$ cat config.mk
export PLATFORM = sky130hd
export DESIGN_NAME = serial_bit_feeder
export DESIGN_NICKNAME = d
export VERILOG_FILES = /design/src/rtl/serial_bit_feeder_pkg.sv /design/src/rtl/serial_bit_feeder.sv
export SDC_FILE = /design/constraint.sdc
export NUM_CORES = 1
export LEC_CHECK = 0
export ABC_AREA = 1
export CAP_MARGIN = 20
export CORE_AREA = 4 4 47 49
export DETAILED_ROUTE_END_ITERATION = 8
export DIE_AREA = 0 0 51 53
export GPL_TIMING_DRIVEN = 0
export HOLD_SLACK_MARGIN = 0.15
export PLACE_DENSITY = 0.69
export SETUP_SLACK_MARGIN = 0.2
export SKIP_LAST_GASP = 1
export SYNTH_ARGS = -nofsm -noshare
export SYNTH_HDL_FRONTEND = slang
export SYNTH_SLANG_ARGS = --single-unit
$ cat constraint.sdc
create_clock -name clk -period 1.2 [get_ports clk]
set_input_delay 0.24 -clock clk [delete_from_list [all_inputs] [get_ports clk]]
set_output_delay 0.24 -clock clk [all_outputs]
set_load 0.01 [all_outputs]
$ cat src/rtl/serial_bit_feeder_pkg.sv
// Shared types and helpers for the parallel-to-serial feeder in front of the
// serial pattern detectors.
package serial_feed_pkg;

    typedef logic [0:0] state_t;

    localparam state_t IDLE  = 1'b0;
    localparam state_t SHIFT = 1'b1;

    localparam int unsigned DEFAULT_WIDTH = 8;

    // Bit counter width; never narrower than one bit.
    function automatic int unsigned cnt_width(input int unsigned w);
        return (w < 2) ? 1 : $clog2(w);
    endfunction

endpackage

$ cat src/rtl/serial_bit_feeder.sv
// Accepts parallel words over valid/ready and shifts them out one bit per clock.
// A new word reloads on the last bit of the previous one, so the stream has no gaps.
module serial_bit_feeder
    import serial_feed_pkg::*;
#(
    parameter int unsigned WIDTH     = DEFAULT_WIDTH,
    parameter bit          MSB_FIRST = 1'b1
) (
    input  logic             clk,
    input  logic             res,
    input  logic [WIDTH-1:0] din,
    input  logic             din_valid,
    output logic             din_ready,
    output logic             sout,
    output logic             sout_valid,
    output logic             sout_last,
    output logic             busy
);

    localparam int unsigned      CNT_W    = cnt_width(WIDTH);
    localparam logic [CNT_W-1:0] CNT_LAST = CNT_W'(WIDTH - 1);
    localparam int unsigned      OUT_BIT  = MSB_FIRST ? WIDTH - 1 : 0;

    state_t           state;
    state_t           state_nxt;
    logic [WIDTH-1:0] shreg;
    logic [WIDTH-1:0] shreg_nxt;
    logic [WIDTH-1:0] shreg_moved;
    logic [CNT_W-1:0] cnt;
    logic [CNT_W-1:0] cnt_nxt;
    logic             on_last;
    logic             take;

    // State, shift register and bit counter
    always_ff @(posedge clk) begin
        if (res) begin
            state <= IDLE;
            shreg <= '0;
            cnt   <= '0;
        end else begin
            state <= state_nxt;
            shreg <= shreg_nxt;
            cnt   <= cnt_nxt;
        end
    end

    // Next-state, handshake and shift logic
    always_comb begin
        state_nxt   = state;
        shreg_nxt   = shreg;
        cnt_nxt     = cnt;
        on_last     = (state == SHIFT) && (cnt == CNT_LAST);
        din_ready   = !res && ((state == IDLE) || on_last);
        take        = din_valid && din_ready;
        shreg_moved = MSB_FIRST ? (shreg << 1) : (shreg >> 1);

        case (state)
            IDLE: begin
                if (take) begin
                    shreg_nxt = din;
                    cnt_nxt   = '0;
                    state_nxt = SHIFT;
                end
            end
            SHIFT: begin
                if (!on_last) begin
                    shreg_nxt = shreg_moved;
                    cnt_nxt   = cnt + CNT_W'(1);
                end else if (take) begin
                    shreg_nxt = din;
                    cnt_nxt   = '0;
                end else begin
                    // Last bit leaves: register drains to all zeros.
                    shreg_nxt = shreg_moved;
                    cnt_nxt   = '0;
                    state_nxt = IDLE;
                end
            end
            default: begin
                state_nxt = IDLE;
                shreg_nxt = '0;
                cnt_nxt   = '0;
            end
        endcase
    end

    // Outputs decoded from registers only
    always_comb begin
        busy       = (state == SHIFT);
        sout_valid = (state == SHIFT);
        sout_last  = on_last;
        sout       = (state == SHIFT) && shreg[OUT_BIT];
    end

endmodule
== Word level (Yosys, flattened, before mapping) ==
Cells that the tools add are included.

* Memory bits (read-only): 0
* Bits of input ports: 11
* Output and inout port bits: 5
* Register bits after elaboration: 12
* Bits in latches: 0
* Memories: 0
* RAM bits: 0

* Shifts and indexed selects: 0
* $mul: 0
* Reduce and logical (&&, ||, !) cells: 6
* $lt $le $gt $ge: 0
* Bitwise operators: 1
* Mux-type cells: 10
* Eq/ne operators: 2
* Divide/modulo/power cells: 0
* Add/subtract/negate cells: 1

{| class="wikitable"
|+ Operators by type and width
! kind !! count
|-
| 8-bit 2-to-1 mux || 3
|-
| 8-bit one-hot mux with 2 select lines || 1
|-
| 3-bit 2-to-1 mux || 2
|-
| 3-bit one-hot mux with 2 select lines || 1
|-
| 1-bit logical AND || 4
|-
| 3-bit by 1-bit adder with 3-bit output (second input constant) || 1
|-
| 3-bit equality test (second input constant) || 1
|-
| 1-bit 2-to-1 mux || 2
|-
| 2-bit != test (second input constant) || 1
|-
| 1-bit one-hot mux with 2 select lines || 1
|-
| 1-bit logical NOT || 1
|-
| 1-bit logical OR || 1
|-
| 1-bit NOT || 1
|}

== Depth between registers and ports, before layout ==
Gate-level depths: netlist of the first run.

* Word-level depth: 8
* Gate-level depth with buffers: 9

== Worst setup path before layout of the first run ==
OpenSTA, ideal clock, no wires.

* Path kind: register to register
* From: register cnt[0]
* To: register shreg[4]
* Period minus slack after synthesis: 1.293 ns
* Arrival: 1.184 ns
* Stages on the path, launching flop included: 9
* Slack: -0.093 ns
* Library setup time: 0.109 ns
* Cells stage by stage: dfxtp_1 ha_1 ha_1 nor2_8 nor2_8 nand3_1 nand2_1 nand2_1 inv_1

* Longest elaborated chain between the ends: 8

{| class="wikitable"
|+ RTL lines
! what !! RTL line !! source
|-
| from (decl) || serial_bit_feeder.sv:29 || <nowiki>logic [CNT_W-1:0] cnt;</nowiki>
|-
| from (signal assigned) || serial_bit_feeder.sv:43 || <nowiki>cnt <= cnt_nxt;</nowiki>
|-
| 3-bit equality test (*) || serial_bit_feeder.sv:52 || <nowiki>on_last = (state == SHIFT) && (cnt == CNT_LAST);</nowiki>
|-
| 1-bit logical AND (*) || serial_bit_feeder.sv:52 ||
|-
| 1-bit logical OR (*) || serial_bit_feeder.sv:53 || <nowiki>din_ready = !res && ((state == IDLE) || on_last);</nowiki>
|-
| 1-bit logical AND (*) || serial_bit_feeder.sv:53 ||
|-
| net din_ready || serial_bit_feeder.sv:13 || <nowiki>output logic din_ready,</nowiki>
|-
| 1-bit logical AND (*) || serial_bit_feeder.sv:54 || <nowiki>take = din_valid && din_ready;</nowiki>
|-
| 8-bit 2-to-1 mux || serial_bit_feeder.sv:69 || <nowiki>end else if (take) begin</nowiki>
|-
| 8-bit 2-to-1 mux || serial_bit_feeder.sv:66 || <nowiki>if (!on_last) begin</nowiki>
|-
| 8-bit one-hot mux with 2 select lines || serial_bit_feeder.sv:57 || <nowiki>case (state)</nowiki>
|-
| to (signal assigned) || serial_bit_feeder.sv:42 || <nowiki>shreg <= shreg_nxt;</nowiki>
|-
| to (decl) || serial_bit_feeder.sv:26 || <nowiki>logic [WIDTH-1:0] shreg;</nowiki>
|}

The timed path passes the listed nets; every way through them passes the cells marked *.
A chain may end at the register's enable or synchronous reset.

== Worst setup path after layout of the first run ==
* From: register cnt[0]
* To: output port din_ready

* Longest elaborated chain between the ends: 4

{| class="wikitable"
|+ RTL lines
! what !! RTL line
|-
| 3-bit equality test || serial_bit_feeder.sv:52
|-
| 1-bit logical AND || serial_bit_feeder.sv:52
|-
| 1-bit logical OR || serial_bit_feeder.sv:53
|-
| 1-bit logical AND || serial_bit_feeder.sv:53
|-
| to (decl) || serial_bit_feeder.sv:13
|}

Every way passes these cells.

==> flow_metrics.tcl, run 1 <==
set metrics [dict create \
    hpwl_um 983 \
    start_util 0.370 \
    rsz0062_at_grt "yes" \
    fin_area_sq_um 1080 \
    hold_viol_final 0 \
    skew_ps 0.995 \
    worst_slew_pin_slew_ps 263 \
    yosysSeqAreaShare 0.349 \
    power.internal_mw 0.769 \
    violations "setup timing" \
    clkPwrFrac 0.306 \
    viasPerCell 4.43 \
    drive_gt1_frac 0.393 \
    overflow 0 \
    die_h_um 53 \
    ir_drop_mv 0.902 \
    rows 16 \
    synth_area_per_cell_sq_um 7.56 \
    grt_pass1_vias 611 \
    rrSetupSlack_ps -180 \
    relSlewSlack 0.824 \
    clk_pin_slew_ps 80 \
    min_from "shreg[0]$_SDFFE_PP0P_" \
    critPathMaxFanout 3 \
    share_seq_of_total_power 0.424 \
    maxSlewViolCount 0 \
    nNetsFinal 136 \
    wire_per_inst_um 10.4 \
    regToRegEndpoint "shreg[2]$_SDFFE_PP0P_" \
    grt_pass1_wl_um 2640 \
    drc 0 \
    die_width_um 51 \
    finalSetupTns_ps -1870 \
    post-route-period-util 1.22 \
    syn2layout_area_growth_pct 56.5 \
    ys_ff_latch 12 \
    ctsHoldBuffers 0 \
    postRouteAntennaNets 0 \
    crit_type "flip-flop to primary output" \
    setup_ws_ps -260 \
    grt_use_total 0.131 \
    setup_viol 12 \
    whs_ps 481 \
    gp_congestion 0.749 \
    clockBufferDepth 2 \
    core_sq_um 1860 \
    synthesis.area_sq_um 688 \
    power.density_nw_per_um2 987 \
    port_buffers 15 \
    min_path_cells 2 \
    r2r-start "cnt[0]$_SDFFE_PP0P_" \
    switching_power_mw 0.295 \
    htree_levels 1 \
    drt-total-wl_um 1550 \
    crit_arrival_ps 1220 \
    timing.fmax_mhz 685 \
    drt_iter0_markers 11 \
    grt_antenna_before_repair 0 \
    critical_path_required_ps 960 \
    static-leakage-power_nw 0.507 \
    clk_latency_ps 270 \
    hold_path.class "flip-flop to flip-flop" \
    synth_cell_types 19 \
    cp-start-kind "flip-flop" \
    synthCells 91 \
    synthesis.nets 104 \
    postPlaceCellArea_sq_um 915 \
    routed-via-count 660 \
    cp-end-kind "primary output" \
    ys_warn_count 0 \
    pin_count 16 \
    first_pass_iters 4 \
    grt_max_degree 11 \
    diodes 0 \
    die_area_sq_um 2700 \
    place_ws_ps -663 \
    p_sw_frac 0.277 \
    rr_worst_depth 10 \
    hold_end "shreg[0]$_SDFFE_PP0P_" \
    root_buffer "clkbuf_4" \
    cts_tree "done" \
    status "finished with violations" \
    numClockSinks 12 \
    numCtsBuffers 3 \
    p_comb_frac 0.270 \
    finalCriticalPeriod_ps 1460 \
    maxCapViolCount 0 \
]
-- Yosys cell counts --
cell     instances  area [sq um]
nand3_1          5          25.0
inv_2            1          3.75
nand2_1         21          78.8
ha_1             2          25.0
nand2_2          1          6.26
buf_2            1          5.00
nand3_4          1          17.5
buf_4            2          15.0
nand3_2          3          30.0
buf_6            1          11.3
nor2_8           2          40.0
a21oi_1         10          50.1
inv_1           16          60.1
o31ai_1          1          7.51
inv_6            1          8.76
o21ai_0          8          40.0
nor2_1           2          7.51
a21oi_4          1          16.3
dfxtp_1         12           240
-- state kept, by name, summed over array words and instances, names as in the netlist --
register  cells
shreg         8
cnt           3
busy          1
-- kinds of logic (layout without fill, tap and decap cells) --
logic type,Yosys count,in the layout,share of synthesized area
flip-flops,12,12,0.349
adder cells (fa/ha/maj),2,2,0.0364
AO/OA/AOI/OAI,20,20,0.165
buffers and inverters,22,53,0.151
AND/OR/NAND/NOR,35,35,0.298
-- area by class of cell --
class                      count  area (sq um)
fill                         175           785
multi-input combinational     57           399
timing repair buffer          27           256
sequential                    12           244
inverter                      18          72.6
clock buffer                   4          36.3
buffer                         4          35.0
tap                           27          33.8
-- worst max-delay path by stage --
stage / cells past startpoint / slack, ps / from / end
2_1_floorplan: 8 / 70 / cnt[0]$_SDFFE_PP0P_ / shreg[2]$_SDFFE_PP0P_
3_3_place_gp: 4 / -670 / res / din_ready
3_5_place_dp: 4 / -660 / res / din_ready
4_1_cts: 5 / -290 / cnt[0]$_SDFFE_PP0P_ / din_ready
5_1_grt: 5 / -300 / cnt[0]$_SDFFE_PP0P_ / din_ready
6_report: 5 / -260 / cnt[0]$_SDFFE_PP0P_ / din_ready
-- placed cells by master, fill, tap and decap left out --
cell type / n
a21oi_1: 10
a21oi_4: 1
buf_2: 3
buf_4: 7
buf_6: 11
clkbuf_4: 3
clkbuf_8: 1
clkdlybuf4s50_1: 10
dfxtp_1: 9
dfxtp_2: 3
ha_4: 2
inv_1: 15
inv_2: 2
inv_6: 1
nand2_1: 20
nand2_2: 2
nand3_1: 1
nand3_2: 7
nand3_4: 1
nor2_1: 2
nor2_8: 2
o21ai_0: 1
o21ai_1: 5
o21ai_2: 2
o31ai_1: 1
-- stage by stage --
stage,util,cells,total power [mW]
global route,0.579,149,1.12
global placement,0.491,133,0.680
floorplan,-,91,0.604
finish,0.579,149,1.06
detailed placement,0.491,133,0.683
CTS,0.563,147,1.06
-- worst max-delay path: stages, from the launching register on --
cell and delay (ps):
dfxtp_2 340, ha_4 160, ha_4 170, nor2_8 110, nor2_8 40, buf_6 120
-- per-layer routing --
metal / up-vias / track usage / wire, um
met2: 10 / 0.215 / 751
met1: 298 / 0.159 / 696
met3: 4 / 0.0225 / 62
li1: 348 / - / -
met5: - / 0 / 0
met4: 0 / 0.0807 / 37
-- what timing repair did --
item / CTS / global route
gates resized for setup: 31 / 4
endpoints found under the setup margin: 17 / 17
hold endpoints to repair: 0 / 0
gates cloned: 0 / 0
pin swaps: 4 / 1
buffers inserted: 10 / 2
-- power groups by stage --
| stage | combinational (mW) | sequential, mW | clock (mW) |
|---|---|---|---|
| after floorplan | 0.147 | 0.456 | 0 |
| after global placement | 0.223 | 0.457 | 0 |
| after detailed placement | 0.225 | 0.458 | 0 |
| after CTS | 0.272 | 0.450 | 0.334 |
| after global routing | 0.319 | 0.455 | 0.349 |
| final | 0.287 | 0.451 | 0.325 |
Note: power is estimated with default switching activity, not from simulation.
==> run 2: changes to the inputs <==
--- a/config.mk
+++ b/config.mk
@@ -7,12 +7,13 @@
 export LEC_CHECK = 0
 export ABC_AREA = 1
 export CAP_MARGIN = 20
-export CORE_AREA = 4 4 47 49
+export CORE_AREA = 4 4 50 52
 export DETAILED_ROUTE_END_ITERATION = 8
-export DIE_AREA = 0 0 51 53
+export DIE_AREA = 0 0 54 56
+export DONT_BUFFER_PORTS = 1
 export GPL_TIMING_DRIVEN = 0
 export HOLD_SLACK_MARGIN = 0.15
-export PLACE_DENSITY = 0.69
+export PLACE_DENSITY = 0.52
 export SETUP_SLACK_MARGIN = 0.2
 export SKIP_LAST_GASP = 1
 export SYNTH_ARGS = -nofsm -noshare
==> run 2 against run 1 <==
  * The flow still finishes with violations (setup timing)
  * Die area up 12%
  * Clock power fell by 22%
  * Worst setup slack better by 44 ps
  * Global-route usage shrank 1.3 points
  * Hold slack worse by 320 ps
  * Register-to-register slack better by 20 ps
  * Flip-flop and latch count stayed put
  * Clock skew barely moved
  * Via count shrank 8.2%
  * Combinational power decreased by 20%
  * Critical path type unchanged
  * Largest power group unchanged
  * Highest routed layer unchanged
==> flow_metrics.tcl, run 2 (synthesis results as in run 1) <==
set metrics [dict create \
    finalSetupTns_ps -1800 \
    mostFrequentLayoutCell "nand2_1" \
    drt_iter0_markers 3 \
    rows 17 \
    pin_count 16 \
    htree_levels 1 \
    timing.fmax_mhz 706 \
    postPlaceCellArea_sq_um 766 \
    largest_reg_flops 8 \
    critical_path_required_ps 960 \
    die_area_sq_um 3020 \
    start_util 0.327 \
    hold_viol_final 0 \
    drive_gt1_frac 0.430 \
    setup_viol 13 \
    syn2layout_area_growth_pct 37.5 \
    relSlewSlack 0.769 \
    clk_pin_slew_ps 70 \
    nNetsFinal 122 \
    finalCriticalPeriod_ps 1420 \
    die_h_um 56 \
    overflow 0 \
    root_buffer "clkbuf_4" \
    gp_congestion 0.677 \
    clk_latency_ps 270 \
    rsz0062_at_grt "yes" \
    cp-start-kind "flip-flop" \
    crit_arrival_ps 1180 \
    critPathMaxFanout 3 \
    grt_use_total 0.118 \
    wire_per_inst_um 11.8 \
    status "finished with violations" \
    port_buffers 0 \
    placedCellCount 119 \
    numClockSinks 12 \
    core_sq_um 2110 \
    cp-end-kind "primary output" \
    crit_type "flip-flop to primary output" \
    post-route-period-util 1.18 \
    numCtsBuffers 3 \
    maxSlewViolCount 0 \
    drc 0 \
    postRouteAntennaNets 0 \
    top_register "shreg" \
    cts_tree "done" \
    static-leakage-power_nw 0.434 \
    final_cell_mix "19 x nand2_1, 14 x inv_1, 9 x buf_4, 9 x a21oi_1, 9 x dfxtp_1" \
    grt_max_degree 11 \
    die_width_um 54 \
    violations "setup timing" \
    first_pass_iters 4 \
    fin_cells 135 \
    grt_antenna_before_repair 0 \
    fin_area_sq_um 946 \
    viasPerCell 4.49 \
    diodes 0 \
    grt_pass1_wl_um 2570 \
    p_total_mw 0.937 \
    skew_ps 1.46 \
    maxCapViolCount 0 \
    setup_ws_ps -216 \
    grt_pass1_vias 564 \
    worst_slew_pin_slew_ps 346 \
    routed-via-count 606 \
    hold_path.class "primary input to flip-flop" \
    ir_drop_mv 0.720 \
    drt-total-wl_um 1590 \
    clockBufferDepth 2 \
    hpwl_um 962 \
    power.density_nw_per_um2 991 \
    fin_util 0.449 \
]
[run 2: cell types whose count changed in the layout (fill, tap and decap cells not counted), sizes merged]
cell / delta
a21oi: +1
buf: -7
clkbuf: -1
dlygate4sd3: +2
clkdlybuf4s50: -10
[run 2: routing by layer]
metal	wire length, um	vias to the layer above	global-route usage
met3	103	2	0.0617
met5	0	-	0
met4	7	0	0.0320
met2	762	15	0.176
li1	-	321	-
met1	717	268	0.146
[run 2: per-stage QoR]
stage	hold slack [ps]	worst slack, ps
2_1_floorplan	374	69.5
3_3_place_gp	392	-38.0
3_5_place_dp	396	-27.4
4_1_cts	156	-222
5_1_grt	157	-277
6_report	158	-216
[run 2: cell type report]
cell class,count,area [sq um]
Tap cell,28,35.0
Clock buffer,3,22.5
Sequential cell,12,246
Buffer,4,38.8
Inverter,18,72.6
Timing Repair Buffer,12,103
Fill cell,209,1160
Multi-Input combinational cell,58,428
[run 2: worst paths after layout]
kind,cells after the start,slack [ps],end,start
worst max-delay path,5,-220,sout_last,cnt[0]$_SDFFE_PP0P_
worst min register to register,2,490,shreg[0]$_SDFFE_PP0P_,shreg[0]$_SDFFE_PP0P_
worst max register to register,8,-160,cnt[0]$_SDFFE_PP0P_,cnt[0]$_SDFFE_PP0P_
worst min-delay path,3,160,cnt[0]$_SDFFE_PP0P_,din_valid
[run 2: repair_timing]
item                       in CTS  in global routing
buffers inserted                4                  6
resized for setup               7                 10
hold buffers                    2                  0
setup endpoints to repair      16                 16
hold endpoints to repair        2                  0
gates cloned                    0                  1
pin swaps                       3                  2
[run 2: report_power, final]
part | switching, mW | total, mW | internal [mW]
Clock | 0.136 | 0.252 | 0.116
Sequential | 0.0239 | 0.454 | 0.430
Combinational | 0.125 | 0.231 | 0.106
[run 2: critical path, stage by stage (launching register included)]
cell	delay [ps]
dfxtp_2	340
ha_4	160
ha_4	170
buf_4	130
nand2_2	60
inv_2	40
==> run 3: changes to the inputs <==
--- a/config.mk
+++ b/config.mk
@@ -7,13 +7,14 @@
 export LEC_CHECK = 0
 export ABC_AREA = 1
 export CAP_MARGIN = 20
-export CORE_AREA = 4 4 50 52
+export CORE_AREA = 3 3 41 43
 export DETAILED_ROUTE_END_ITERATION = 8
-export DIE_AREA = 0 0 54 56
+export DIE_AREA = 0 0 44 46
 export DONT_BUFFER_PORTS = 1
 export GPL_TIMING_DRIVEN = 0
 export HOLD_SLACK_MARGIN = 0.15
-export PLACE_DENSITY = 0.52
+export MAX_ROUTING_LAYER = met4
+export PLACE_DENSITY = 0.69
 export SETUP_SLACK_MARGIN = 0.2
 export SKIP_LAST_GASP = 1
 export SYNTH_ARGS = -nofsm -noshare
==> run 3 against run 2 <==
  * The run still ends with setup timing left
  * Wire length is 22% lower
  * Non-clock buffer count down 8
  * Hold slack better by 17 ps
  * Worst setup slack improved by 24 ps
  * First-iteration DRC count is 33% lower
==> flow_metrics.tcl, run 3 (synthesis results as in run 1) <==
set metrics [dict create \
    met2_length_um 563 \
    die_area_sq_um 2020 \
    post-route-period-util 1.16 \
    cp-start-kind "flip-flop" \
    die_width_um 44 \
    core_sq_um 1330 \
    postRouteAntennaNets 0 \
    maxSlewViolCount 0 \
    hpwl_um 892 \
    skew_ps 0.660 \
    crit_arrival_ps 1150 \
    largest_reg_flops 8 \
    die_h_um 46 \
    nFillCells 127 \
    drt-met1-wl_um 577 \
    place_ws_ps -25.7 \
    gp_congestion 0.724 \
    clk_latency_ps 270 \
    overflow 0 \
    hold_path.class "primary input to flip-flop" \
    htree_levels 1 \
    cp_top_family "flip-flops" \
    dr.max_layer_used "met3" \
    crit_type "flip-flop to primary output" \
    timing.fmax_mhz 719 \
    drt-total-wl_um 1240 \
    clk_pin_slew_ps 70 \
    grt_antenna_before_repair 0 \
    cp-end-kind "primary output" \
    grt_max_degree 11 \
    grt_pass1_vias 542 \
    whs_ps 174 \
    nNetsFinal 113 \
    ir_drop_mv 0.693 \
    first_pass_iters 4 \
    drc 0 \
    worst_slew_pin_slew_ps 315 \
    setup_ws_ps -192 \
    rows 13 \
    maxCapViolCount 0 \
    crit_buf_inv 0 \
    wire_per_inst_um 11.0 \
    rsz0062_at_grt "yes" \
    numCtsBuffers 3 \
    critical_path_required_ps 960 \
    grt_pass1_wl_um 2300 \
    critPathMaxFanout 8 \
    syn2layout_area_growth_pct 19.5 \
    rrSetupSlack_ps -110 \
    max_stage_delay_ps 360 \
    cts_tree "done" \
    port_buffers 0 \
    grt_use_total 0.162 \
    mostFrequentLayoutCell "nand2_1" \
    hold_viol_final 0 \
    power.density_nw_per_um2 1070 \
    finalSetupTns_ps -1020 \
    pin_count 16 \
    routed-via-count 552 \
    viasPerCell 4.88 \
    relSlewSlack 0.790 \
    setup_viol 9 \
    drive_gt1_frac 0.296 \
    top_register "shreg" \
    crit_chain "ha_4, ha_4, nor2_8, nor2_8" \
    root_buffer "clkbuf_4" \
    crit_slowest_cell "dfxtp_2" \
    static-leakage-power_nw 0.381 \
    numClockSinks 12 \
    finalCriticalPeriod_ps 1390 \
    clockBufferDepth 2 \
    final_cell_mix "21 x nand2_1, 15 x inv_1, 9 x a21oi_1, 9 x dfxtp_1, 7 x o21ai_1" \
    status "finished with violations" \
    met3_length_um 102 \
    drt_iter0_markers 2 \
    diodes 0 \
    violations "setup timing" \
    start_util 0.516 \
]
run 3: what timing repair did:
action                                  in CTS  in global routing
endpoints found under the setup margin      16                 16
gates resized for setup                      3                  2
gates cloned                                 0                  0
hold endpoints to repair                     2                  0
hold buffers                                 2                  0
pin swaps                                    1                  0
buffers inserted                             2                  0
run 3: final timing paths:
path                            start                    end  cells after the start
hold reg to reg   cnt[0]$_SDFFE_PP0P_    cnt[0]$_SDFFE_PP0P_                      1
setup / recovery  cnt[0]$_SDFFE_PP0P_              din_ready                      4
setup reg to reg  cnt[0]$_SDFFE_PP0P_  shreg[6]$_SDFFE_PP0P_                     10
hold / removal                 din[7]  shreg[7]$_SDFFE_PP0P_                      4
run 3: layout make-up:
type                            instances  area (sq um)  share of cell area
Buffer                                  4          38.8              0.0472
Clock buffer                            3          22.5              0.0274
Multi-Input combinational cell         57           388               0.472
Inverter                               18          72.6              0.0883
Timing Repair Buffer                    4          35.0              0.0426
Tap cell                               15          18.8              0.0228
Sequential cell                        12           246               0.300
run 3: stage by stage:
stage                     cell area [sq um]  power (mW)   util  std cells
final                                   822       0.876  0.616        113
after global routing                    822       0.940  0.616        113
after CTS                               815       0.888  0.611        113
after detailed placement                749       0.632  0.562        106
after global placement                  749       0.628  0.562        106
after floorplan                         731       0.604      -         91
run 3: worst min-delay path: cells and delay by family:
kind          cells  cell delay (ps)
simple gates      3              130
buf+inv           1               30
run 3: where the power goes:
| group | total (mW) | leakage (nW) | internal, mW | switching [mW] |
|---|---|---|---|---|
| Clock | 0.241 | 0.0138 | 0.116 | 0.125 |
| Sequential | 0.451 | 0.100 | 0.430 | 0.0208 |
| Combinational | 0.185 | 0.267 | 0.0775 | 0.107 |
run 3: metal layers:
metal  track usage  up-vias
met3        0.0711        0
met2         0.244       18
met4        0.0361        0
li1              -      303
met5             -        -
met1         0.199      231
